$ cat src/rtl/gpio_in_debounce.sv
// GPIO pad input conditioning: two-flop synchroniser followed by a per-bit counter
// debouncer, producing a clean level and a one-cycle change strobe per bit.
module gpio_in_debounce #(
    parameter int unsigned      Width          = 32,
    parameter int unsigned      DebounceCycles = 1000,
    parameter logic [Width-1:0] ResetVal       = '0
) (
    input  logic             clk_i,
    input  logic             rst_ni,
    input  logic [Width-1:0] pad_i,
    input  logic [Width-1:0] bypass_i,
    output logic [Width-1:0] out_o,
    output logic [Width-1:0] change_o
);

    localparam int unsigned     CntW   = $clog2(DebounceCycles + 1);
    localparam logic [CntW-1:0] CntMax = CntW'(DebounceCycles - 1);

    for (genvar gi = 0; gi < Width; gi++) begin : g_bit
        logic            sync1_q;
        logic            sync2_q;
        logic            stable_q;
        logic            stable_d;
        logic            change_q;
        logic            change_d;
        logic [CntW-1:0] cnt_q;
        logic [CntW-1:0] cnt_d;

        // The count only advances while sync2 disagrees with the accepted level, so any
        // return to the stable level discards partial progress.
        always_comb begin
            stable_d = stable_q;
            cnt_d    = '0;
            if (bypass_i[gi]) begin
                stable_d = sync2_q;
            end else if (sync2_q != stable_q) begin
                if (cnt_q == CntMax) begin
                    stable_d = sync2_q;
                end else begin
                    cnt_d = cnt_q + CntW'(1);
                end
            end
            change_d = (stable_d != stable_q);
        end

        always_ff @(posedge clk_i) begin
            if (!rst_ni) begin
                sync1_q  <= ResetVal[gi];
                sync2_q  <= ResetVal[gi];
                stable_q <= ResetVal[gi];
                cnt_q    <= '0;
                change_q <= 1'b0;
            end else begin
                // Pure flop-to-flop path for metastability settling.
                sync1_q  <= pad_i[gi];
                sync2_q  <= sync1_q;
                stable_q <= stable_d;
                cnt_q    <= cnt_d;
                change_q <= change_d;
            end
        end

        assign out_o[gi]    = stable_q;
        assign change_o[gi] = change_q;
    end

endmodule

$ cat config.mk
export PLATFORM = sky130hd
export DESIGN_NAME = gpio_in_debounce
export DESIGN_NICKNAME = d
export VERILOG_FILES = /design/src/rtl/gpio_in_debounce.sv
export SDC_FILE = /design/constraint.sdc
export NUM_CORES = 1
export LEC_CHECK = 0
export ABC_CLOCK_PERIOD_IN_PS = 2600
export CAP_MARGIN = 20
export CORE_MARGIN = 8
export CORE_UTILIZATION = 64
export CTS_CLUSTER_SIZE = 14
export DETAILED_ROUTE_END_ITERATION = 10
export PLACE_DENSITY = 0.89
export SLEW_MARGIN = 40
export SYNTH_ARGS = -nofsm -noshare
export SYNTH_HDL_FRONTEND = slang
export SYNTH_SLANG_ARGS = --single-unit
$ cat constraint.sdc
create_clock -name clk_i -period 2.6 [get_ports clk_i]
set_clock_uncertainty 0.15 [all_clocks]
set_input_delay 0.52 -clock clk_i [delete_from_list [all_inputs] [get_ports clk_i]]
set_output_delay 0.52 -clock clk_i [all_outputs]
set_load 0.02 [all_outputs]
==> results.cfg, run 1 <==
[sta]
worstMarginPinSlew_ns = 0.410
relSlewSlack_pct = 72.6
period_needed_ns = 2.27
slew_violations = 0
hold_violations = 0
setup_violations = 0
period_share_pct = 87.2
fmax_mhz = 441
setup_tns_ns = 0
finalWorstSetupSlack_ns = 0.333
rsz0062_at_grt = false

[critical_path]
critPathMaxFanout = 3
crit_required_ns = 1.93
crit_chain = clkdlybuf4s50_1
worst_path_dominant_cell_family = buffers and inverters
timing.critical_path.buf_inv = 1
arrival_ns = 1.60
critical_path.startpoint_type = register
worst-setup-path-type = reg -> out
slowest_delay_ns = 0.66
setup.worst_path.end_class = output pin
slowest_stage = clkdlybuf4s50_1

[placed_design]
post_dp_cell_area_um2 = 20200
port_buffers = 129
dp_slack_ns = 0.678
gp_congestion = 0.829
place_hpwl_um = 26600

[power]
ir_worst_vdd_v = 0.000491
p_per_area_nw_per_um2 = 655
seqPwrFrac_pct = 49.0
leakagePower_nw = 6.97
p_sw_mw = 2.98
combPwrFrac_pct = 3.7
switching_share_pct = 20.9
p_int_mw = 11.3
clkPwrFrac_pct = 47.3
power_mw = 14.3

[clock_network]
numCtsBuffers = 46
postCtsHoldBufs = 0
clk_pin_slew_ns = 0.06
cts_buffer_depth = 3
cts-root-buf = clkbuf_16
cts_tree = built
clk_latency_ns = 0.54
clock_sinks = 448
post_cts_resized = 0
cts_setup_buffers = 0
h-tree-depth = 2

[cells_and_area]
design_area_um2 = 21800
area_growth_pct = 13.5
final_common_cell = dfxtp_1
fin_util_pct = 73.7
drive_gt1_share_pct = 4.46
diodes = 0
final_cell_mix = dfxtp_1 (448), nand2_1 (180), nor3_1 (160), a211oi_1 (158), clkdlybuf4s50_1 (128)
nFillCells = 2080
nNetsFinal = 2197

[synthesis]
yosysTopAreaCell = dfxtp_1
synth-simple-area-share_pct = 23.9
synthAdderAreaFrac_pct = 2.09
syn_inst = 2065
syn_area_um2 = 19200
yosysWarningCount = 0
synth-async-reset-ratio_pct = 0
synth_area_leaders = dfxtp_1 (47%), a211oi_1 (6.2%), xor2_1 (4.3%)
ys_seq_area_share_pct = 46.7
synth_xor_area_share_pct = 5.84
synth_mux_area_share_pct = 1.67
synth_top_family_by_area = simple AND/OR/NAND/NOR gates
synth_edf_count = 0
synth_top_area_share_pct = 46.7
synth_nets = 2163
ys_types = 33
synth_compound_area_share_pct = 14.5
avgSynthCellArea_um2 = 9.29
synth-seq-cells = 448
synth_flop_cell = dfxtp_1

[routing]
drt_iter0_drc = 857
wirelength_um = 39600
first_pass_iters = 5
vias = 15600
route.detailed.drc = 0
wl_per_cell_um = 15.7
ant_nets = 0
vias_per_cell = 6.17

[grt]
grt_pass1_wl_um = 67700
grt_overflow = 0
grt_use_total_pct = 21.4
grt_max_degree = 79
grt_pass1_vias = 15000
antenna_found_initial = 0

[min_path]
holdCritPathClass = in -> reg

[floorplanning]
die_h_um = 189
start_util_pct = 64.9
io_pins = 130
die_width_um = 189
dieArea_um2 = 35800
core-area_um2 = 29600
rows = 63

[run_status]
status = complete, no violations

[flow_run]
max-cap-violations = 0
==> cell type report <==
class	instances	area (um^2)	area share [%]
clock buffers	65	1350	6.21
inverters	55	206	0.948
flip-flops and latches	448	8970	41.2
well taps	390	488	2.24
repair buffers	132	1340	6.13
multi-input cells	1416	9220	42.3
clock inverters	16	215	0.988
==> power by group through the flow <==
stage / registers, mW / clock network (mW) / logic, mW
global route: 7.00 / 7.18 / 0.578
CTS: 7.00 / 6.86 / 0.531
detailed placement: 7.15 / 0 / 0.525
finish: 7.00 / 6.75 / 0.530
floorplan: 7.13 / 0 / 0.351
global placement: 7.14 / 0 / 0.507
==> sequential cells by signal, indices dropped and copies added (netlist names) <==
register        count
g_bit.sync2_q      32
g_bit.sync1_q      32
g_bit.stable_q     32
g_bit.change_q     32
g_bit.cnt_q       320
==> final timing paths <==
path,cells after the start,slack [ns],start,end
max reg2reg,4,0.84,g_bit[31].cnt_q[0],g_bit[31].cnt_q[8]
min reg2reg,1,0.28,g_bit[0].sync1_q,g_bit[0].sync2_q
min,3,0.16,rst_ni,g_bit[10].stable_q
max,1,0.33,g_bit[3].stable_q,out_o[3]
==> metrics by stage <==
stage          std cells  hold WS (ns)
4_1_cts             2522         0.133
6_report            2522         0.163
5_1_grt             2522         0.150
3_3_place_gp        2441         0.263
3_5_place_dp        2441         0.270
2_1_floorplan       2065         0.262
==> per-layer routing <==
layer  part of all wire (%)  GRT usage (%)  up-vias
met5                      0              0        -
met2                     51           38.5      341
met1                     43           25.8     7483
met4                    1.8           6.22        0
met3                    4.4           3.75       65
li1                       -              -     7674
==> cell usage after synthesis, types with 30 or more instances <==
cell type	n
buf_4	64
nor2_1	61
and4_1	31
xnor2_1	33
mux2i_1	32
inv_1	55
ha_1	32
o21ai_0	87
and2_1	94
dfxtp_1	448
a211oi_1	158
xor2_1	95
nand2_1	180
nor3_1	160
o31ai_1	74
a41oi_1	30
or3_1	87
a41o_1	30
or4_1	71
nand4_1	55
clkbuf_1	74
nand3_1	85
==> cell families after synthesis <==
family / count (synthesis)
muxes: 32
adders and majority gates: 32
AOI/OAI and AO/OA: 383
and+or+nand+nor: 841
buffers and inverters: 201
DFF: 448
xor gates and xnor gates: 128
Note: power is estimated with default switching activity, not from simulation.
==> inputs of run 2 (changes only) <==
--- a/config.mk
+++ b/config.mk
@@ -5,14 +5,14 @@
 export SDC_FILE = /design/constraint.sdc
 export NUM_CORES = 1
 export LEC_CHECK = 0
-export ABC_CLOCK_PERIOD_IN_PS = 2600
+export ABC_CLOCK_PERIOD_IN_PS = 2650
 export CAP_MARGIN = 20
 export CORE_MARGIN = 8
 export CORE_UTILIZATION = 64
 export CTS_CLUSTER_SIZE = 14
 export DETAILED_ROUTE_END_ITERATION = 10
 export PLACE_DENSITY = 0.89
-export SLEW_MARGIN = 40
+export SLEW_MARGIN = 20
 export SYNTH_ARGS = -nofsm -noshare
 export SYNTH_HDL_FRONTEND = slang
 export SYNTH_SLANG_ARGS = --single-unit
==> constraint.sdc (replaced) <==
create_clock -name clk_i -period 2.65 [get_ports clk_i]
set_clock_uncertainty 0.15 [all_clocks]
set_input_delay 0.53 -clock clk_i [delete_from_list [all_inputs] [get_ports clk_i]]
set_output_delay 0.53 -clock clk_i [all_outputs]
set_load 0.02 [all_outputs]
==> run 2 against run 1 <==
Effect of this change: sequential cell count unchanged; first-iteration DRC count grew 13%; sequential power fell by 2%; critical endpoint is now out_o[4].
==> results.cfg, run 2 (synthesized netlist as in run 1, its figures left out) <==
[run_status]
status = complete, no violations

[routing]
wl_met2_um = 19900
wl_met1_um = 17100
ant_nets = 0
top_layer_used = met5
route.detailed.drc = 0
wl_met3_um = 2000
wl_per_cell_um = 15.8
vias_per_cell = 6.12
first_pass_iters = 5
wirelength_um = 39800
drt_iter0_drc = 967
vias = 15500

[clock_network]
cts_setup_buffers = 0
cts_buffer_depth = 3
post_cts_resized = 0
numCtsBuffers = 46
h-tree-depth = 2
clk_latency_ns = 0.53
clock_sinks = 448
cts-root-buf = clkbuf_16
clk_pin_slew_ns = 0.06
cts_tree = built
postCtsHoldBufs = 0

[sta]
slew_violations = 0
fmax_mhz = 442
relSlewSlack_pct = 72.7
hold_violations = 0
setup_tns_ns = 0
rsz0062_at_grt = false
worstMarginPinSlew_ns = 0.408
period_share_pct = 85.5
setup_violations = 0
finalWorstSetupSlack_ns = 0.385
period_needed_ns = 2.26

[grt]
antenna_found_initial = 1
grt_overflow = 0
grt_use_total_pct = 21.6
grt_pass1_wl_um = 68200
grt_pass1_vias = 14900
grt_max_degree = 75

[cells_and_area]
final_cell_mix = dfxtp_1 (448), nand2_1 (180), nor3_1 (160), a211oi_1 (158), clkdlybuf4s50_1 (128)
final_cells = 2526
nFillCells = 1971
top_register = g_bit.cnt_q
nNetsFinal = 2199
final_common_cell = dfxtp_1
fin_util_pct = 73.7
area_growth_pct = 13.5
drive_gt1_share_pct = 4.59
diodes = 0
largest_reg_flops = 320

[floorplanning]
start_util_pct = 64.9
dieArea_um2 = 35800
die_h_um = 189
rows = 63
die_width_um = 189
core-area_um2 = 29600
io_pins = 130

[power]
power_mw = 13.9
ir_worst_vdd_v = 0.000512
leakagePower_nw = 6.97
p_per_area_nw_per_um2 = 638

[critical_path]
crit_chain = clkdlybuf4s50_1
critical_path.startpoint_type = register
arrival_ns = 1.58
crit_required_ns = 1.97
worst_path_dominant_cell_family = buffers and inverters
r2r_setup_slack_ns = 0.89
slowest_delay_ns = 0.70
critPathMaxFanout = 3
timing.critical_path.buf_inv = 1
setup.worst_path.end_class = output pin
slowest_stage = clkdlybuf4s50_1
worst-setup-path-type = reg -> out

[placed_design]
place_hpwl_um = 26900
port_buffers = 129
dp_slack_ns = 0.605
gp_congestion = 0.803
dpl.cell_count = 2443

[flow_run]
max-cap-violations = 0

[min_path]
holdCritPathClass = in -> reg
==> run 2: area by class of cell <==
type	count	area (um^2)	area share (%)
clock inverter	14	158	0.724
tap	390	488	2.24
sequential	448	8970	41.2
timing repair buffer	134	1350	6.20
clock buffer	69	1400	6.42
inverter	55	206	0.948
multi-input combinational	1416	9220	42.3
==> run 2: where the power goes <==
part | total [mW] | switching [mW] | leakage [nW] | internal, mW
combinational | 0.525 | 0.298 | 2.58 | 0.228
clock | 6.52 | 2.58 | 0.768 | 3.93
sequential | 6.86 | 0.0475 | 3.63 | 6.82
==> run 2: path summary, 6_finish.rpt <==
kind                      start                 end  cells past startpoint
max           g_bit[4].stable_q            out_o[4]                      1
min                      rst_ni   g_bit[8].stable_q                      3
max reg2reg  g_bit[21].cnt_q[0]  g_bit[21].cnt_q[8]                      4
min reg2reg    g_bit[7].sync1_q    g_bit[7].sync2_q                      1
==> run 2: metal layers <==
metal  vias up  global-route usage (%)
li1       7675                       -
met1      7340                    26.3
met5         -                       0
met2       361                    38.4
met3        73                    4.01
met4         2                    6.37
==> run 2: metrics by stage <==
stage          hold slack, ns  area, um^2
6_report                0.266       21800
3_3_place_gp            0.263       20200
4_1_cts                 0.242       21800
2_1_floorplan           0.262       19200
3_5_place_dp            0.268       20200
5_1_grt                 0.268       21800
==> inputs of run 3 (changes only) <==
--- a/config.mk
+++ b/config.mk
@@ -6,7 +6,6 @@
 export NUM_CORES = 1
 export LEC_CHECK = 0
 export ABC_CLOCK_PERIOD_IN_PS = 2650
-export CAP_MARGIN = 20
 export CORE_MARGIN = 8
 export CORE_UTILIZATION = 64
 export CTS_CLUSTER_SIZE = 14
==> results of run 3 <==
No change in the layout: final DEF, timing and power equal those of run 2.
